## src/rtl/seq_detector_param.sv

```systemverilog
// Serial bit-pattern detector with a runtime-reloadable pattern, selectable overlap mode,
// a registered one-cycle match pulse and a saturating match counter.
module seq_detector_param #(
  parameter int                LEN     = 4,
  parameter logic [LEN-1:0]    PATTERN = 4'b1101,
  parameter int                CNT_W   = 8
) (
  input  logic                       clk,
  input  logic                       rst,
  input  logic                       i,
  input  logic                       i_valid,
  input  logic                       cfg_load,
  input  logic [LEN-1:0]             cfg_pattern,
  input  logic                       overlap_en,
  input  logic                       cnt_clr,
  output logic                       out,
  output logic [CNT_W-1:0]           match_cnt,
  output logic [$clog2(LEN+1)-1:0]   fill
);

  localparam int                  FILL_W    = $clog2(LEN+1);
  localparam logic [FILL_W-1:0]   FILL_FULL = FILL_W'(LEN);
  localparam logic [FILL_W-1:0]   FILL_THR  = FILL_W'(LEN-1);
  localparam logic [CNT_W-1:0]    CNT_MAX   = {CNT_W{1'b1}};

  logic [LEN-1:0]    pat;
  logic [LEN-1:0]    hist;
  logic [LEN-1:0]    window;
  logic              accept;
  logic              hit;
  logic [FILL_W-1:0] fill_next;

  // The window is what the history would become if this edge accepts i.
  always_comb begin
    window    = {hist[LEN-2:0], i};
    accept    = i_valid && !cfg_load;
    hit       = accept && (window == pat) && (fill >= FILL_THR);
    fill_next = fill;
    if (hit) begin
      fill_next = overlap_en ? FILL_FULL : '0;
    end else if (fill != FILL_FULL) begin
      fill_next = fill + 1'b1;
    end
  end

  always_ff @(posedge clk) begin
    if (rst) begin
      pat  <= PATTERN;
      hist <= '0;
      fill <= '0;
      out  <= 1'b0;
    end else if (cfg_load) begin
      pat  <= cfg_pattern;
      hist <= '0;
      fill <= '0;
      out  <= 1'b0;
    end else if (i_valid) begin
      hist <= window;
      fill <= fill_next;
      out  <= hit;
    end else begin
      out  <= 1'b0;
    end
  end

  // Clear beats a coincident hit; the counter never wraps.
  always_ff @(posedge clk) begin
    if (rst || cnt_clr) begin
      match_cnt <= '0;
    end else if (hit && (match_cnt != CNT_MAX)) begin
      match_cnt <= match_cnt + 1'b1;
    end
  end

endmodule

```

## config.mk

```make
export PLATFORM = sky130hd
export DESIGN_NAME = seq_detector_param
export DESIGN_NICKNAME = d
export VERILOG_FILES = /design/src/rtl/seq_detector_param.sv
export SDC_FILE = /design/constraint.sdc
export NUM_CORES = 1
export LEC_CHECK = 0
export CAP_MARGIN = 0
export CORE_MARGIN = 4
export CORE_UTILIZATION = 50
export CTS_CLUSTER_SIZE = 28
export DETAILED_ROUTE_END_ITERATION = 6
export DONT_BUFFER_PORTS = 1
export PLACE_DENSITY_LB_ADDON = 0.08
export REMOVE_ABC_BUFFERS = 1
export SLEW_MARGIN = 10
export SYNTH_ARGS = -nofsm -noshare
export SYNTH_HDL_FRONTEND = slang
export SYNTH_SLANG_ARGS = --single-unit
```

## constraint.sdc

```tcl
create_clock -name clk -period 4 [get_ports clk]
set_input_delay 0.4 -clock clk [delete_from_list [all_inputs] [get_ports clk]]
set_output_delay 0.4 -clock clk [all_outputs]
set_load 0.005 [all_outputs]
```

---- Word-level counts from Yosys, hierarchy flattened ----
Cells that the tools add are included.
cells by class
  add/subtract/negate cells ............... 2
  $lt $le $gt $ge ......................... 1
  equal/unequal tests ..................... 3
  muxes and demuxes ....................... 3
  bitwise logic cells ..................... 1
  reduce and logical (&&, ||, !) cells .... 10
operators by type and width
  cell                                                               count
  2-to-1 mux 3 bit                                                   3
  adder 8 x 1 -> 8 bit, second input constant                        1
  inequality test 8 bit, second input constant                       1
  == test 4 bit                                                      1
  logical AND 1 bit                                                  4
  adder 3 x 1 -> 3 bit, second input constant                        1
  greater-or-equal comparator 3 x 2 -> 1 bit, second input constant  1
  inequality test 3 bit, second input constant                       1
  OR reduction 3 bit                                                 1
  AND reduction 2 bit                                                1
  nonzero test 2 bit                                                 1
  OR reduction 2 bit                                                 1
  logical NOT 1 bit                                                  1
  logical OR 1 bit                                                   1
  inverter 1 bit                                                     1
storage, ports and cells
  register bits ........................... 19
  input bits .............................. 11
  output and inout port bits .............. 12
  logic and storage cells ................. 25

---- Logic depth before layout (Yosys ltp) ----
  depth after elaboration ................. 6
  mapped depth ............................ 7

---- Least setup slack after synthesis ----
No wires, ideal clock.
  path type ............................... reg2reg
  from .................................... register fill[0]
  to ...................................... register fill[2]
  setup time .............................. 100 ps
  data arrival time ....................... 1,631 ps
  data required time ...................... 3,900 ps
  path slack .............................. 2,270 ps
  cell stages (with the launch flop) ...... 8
  path buffers ............................ 1
  period minus slack after synthesis ...... 1,730 ps
  path through ............................ dfxtp_1 -> ha_1 -> ha_1 -> a211oi_1 -> nor2_1 -> and2_2 -> buf_4 -> a2111oi_4
between the ends
  word-level cells in the longest chain between the ends .. 4
  elaborated cells between the ends (all ways) .. 8
ends and longest elaborated chain
  element                                     line  text
  start, declared                             18    output logic [$clog2(LEN+1)-1:0] fill
  start signal, assigned                      59    fill <= fill_next;
  greater-or-equal comparator 3 x 2 -> 1 bit  37    hit = accept && (window == pat) && (fill >= FILL_THR);
  logical AND 1 bit                           37
  nonzero test 2 bit (no line)                n/a
  AND reduction 2 bit (no line)               n/a
Several ways; a longest one is shown, not always the timed one. The select of a mux whose other input is x is not followed.
A chain may end at the register's enable or synchronous reset.

---- Final worst setup path ----
Ends and elaborated chain as after synthesis.

==> out/qor.csv <==
metric,value,unit
fin nets,128,
Synth area leader,dfxtp_1,
Fill cells,186,
pwr/cell area,297,nW/um^2
vias per cell,5.91,
H-tree Lvls,1,
Horiz. Die Dim,53.9,um
"Cell Area, Synth",1050,sq um
LEAKAGE,0.412,nW
Final Hold Vio Count,0,
Pre-antenna DRT Iters,4,
initial drt markers,21,
CTS tree,done,
Worst Max-Slew Pin Slew,0.959,ns
area of the multi-input gates,609,sq um
share of flip-flops with an asynchronous set or reset,0,
Detailed Place HPWL,1.45,mm
max frequency,0.480,GHz
highest cell delay on the worst timing path,0.39,ns
routed length per placed instance,13.4,um
ANT cells,0,
Core Region,1980,sq um
status,finished clean,
clk slew on worst S/H paths,0.11,ns
clk buf depth,2,
HP Class,input port to flip-flop,
Worst Hold Launch,rst,
Port Buffers,0,
"top cells by area, synth","dfxtp_1 36%, mux2i_1 5.7%, ha_1 4.8%, nor2_1 4.3%, a31oi_1 4.2%",
vias in the first global route,723,
CP bufs+invs,0,
Die ar.,2910,sq um
"Min Clock Period, post-route",2.09,ns
Synth Register Bits,19,
"critical path, cell by cell","ha_1, ha_1, a211oi_1, nor2_1, and2_2, a2111oi_4",
CP Data Required Time,4.19,ns
top_reg_cell synth,dfxtp_1,
worst-path cell with the longest stage delay,dfxtp_1,
max-cap violations,0,
Post-Syn Instances,115,
via count,821,
"Worst Path Class, Setup",flip-flop to flip-flop,
Final ANT Viol Nets,0,
setup TNS,0,ns
Cell Rows,16,
worst-path fanout max,11,
Synth cell types,34,
"Top cell by count, worst path",ha_1,
post-synth top area share,0.361,
crit path from,fill[0]$_SDFFE_PP0P_,
Worst Setup End Kind,flip-flop,
share of cells above drive strength 1,0.170,
reg2reg start,fill[0]$_SDFFE_PP0P_,
startpoint types,flip-flop,
Post-synth top cells,"19 x dfxtp_1, 12 x nor2_1, 8 x nand3_1",
Avg Synthesized Cell Area,9.16,sq um
post_cts resized,0,
Rel. slew slack,0.355,
I/O Pins,23,
final wirelength,1.87,mm
most frequent cell after synthesis,dfxtp_1,
RePlAce Congestion,0.774,
Num CTS Buffers,3,
initial antenna violation count,0,
Post-CTS Setup Inserts,0,
Layout area overhead,1.07,%
Hold Buf Count CTS,0,
first-pass GRT wire length,3.19,mm
final clock skew,0.00547,ns
Clock Latency Late Sink,0.29,ns
clk sinks,19,
largest net degree at the start of global routing,12,
sequential area share after synthesis,0.361,
RSZ-0062 raised after global routing,false,
final worst-path cycle share,0.521,
Starting Density,0.532,
Sequential Area,380,sq um
Die H,53.9,um
Worst IR Drop VDD,162,uV
gr ovfl total,0,
cell at the root of the clock tree,clkbuf_4,
crit-path leading delay family,compound AO/OA/AOI/OAI gates,
Final setup viols,0,
Synth warnings,0,
Post-synth EDFFs,0,
WHS,0.171,ns
DR DRC count,0,
GRT Overall Usage,0.148,
pins over their slew limit,0,
Arrival @ worst endpoint,2.28,ns
==> area by class of cell <==
class | instances | share of cell area
Multi-Input combinational cell | 85 | 0.572
Inverter | 4 | 0.0141
Tap cell | 27 | 0.0317
Sequential cell | 19 | 0.357
Clock buffer | 4 | 0.0247
==> layer usage <==
layer  routed length, um  vias up  GRT usage
li1                    -      419          -
met1                 889      368      0.201
met2                 804       32      0.224
met3                 160        2     0.0554
met4                  12        0     0.0255
met5                   0        -          0
==> final timing paths <==
| check | cells past startpoint | end | slack, ns |
|---|---|---|---|
| max | 6 | fill[2]$_SDFFE_PP0P_ | 1.91 |
| min | 1 | pat[1]$_SDFFE_PP0P_ | 0.17 |
| max reg2reg | 6 | fill[2]$_SDFFE_PP0P_ | 1.91 |
| min reg2reg | 2 | pat[1]$_SDFFE_PP0P_ | 0.53 |
==> worst register-to-register path: stages (launching register included) <==
cell	delay, ns
dfxtp_1	0.39
ha_1	0.22
ha_1	0.18
a211oi_1	0.28
nor2_1	0.24
and2_2	0.33
a2111oi_4	0.35
==> power breakdown <==
group          internal [mW]  switching (mW)  total, mW
clock                 0.0387          0.0550     0.0937
sequential             0.193         0.00384      0.197
combinational         0.0131          0.0122     0.0253
total                  0.245          0.0711      0.316
==> sequential cells by signal, summed over array words and instances, names as in the netlist <==
register and cells:
match_cnt 8, hist 3, fill 3, pat 4, out 1
==> placed cells by master (no fill, tap or decap), types with 3 or more instances in the layout <==
master,netlist,routed
nand4_1,3,3
xor2_1,4,4
nand2_1,7,7
clkbuf_4,0,3
nor2_1,12,12
mux2i_1,6,6
dfxtp_1,19,19
a211o_2,3,3
nand3_1,8,8
ha_1,4,4
and2b_2,3,3
a31oi_1,7,7
a211oi_1,4,4
inv_1,4,4
a21oi_1,3,3
==> cells by family after synthesis <==
kind of cell,share of synthesized area
buf+inv,0.0606
compound gates,0.188
mux,0.0570
simple gates,0.253
xor+xnor,0.0333
fa+ha+maj,0.0475
flops,0.361
==> stage by stage <==
stage	cells	cell area [sq um]	power, mW	setup slack (ns)	util
after floorplan	108	1000	0.223	2.22	-
after global placement	135	1040	0.227	1.95	0.524
after detailed placement	135	1040	0.227	1.92	0.524
after CTS	139	1060	0.320	1.90	0.537
after global routing	139	1060	0.332	1.76	0.537
final	139	1060	0.316	1.91	0.537
Note: power is estimated with default switching activity, not from simulation.
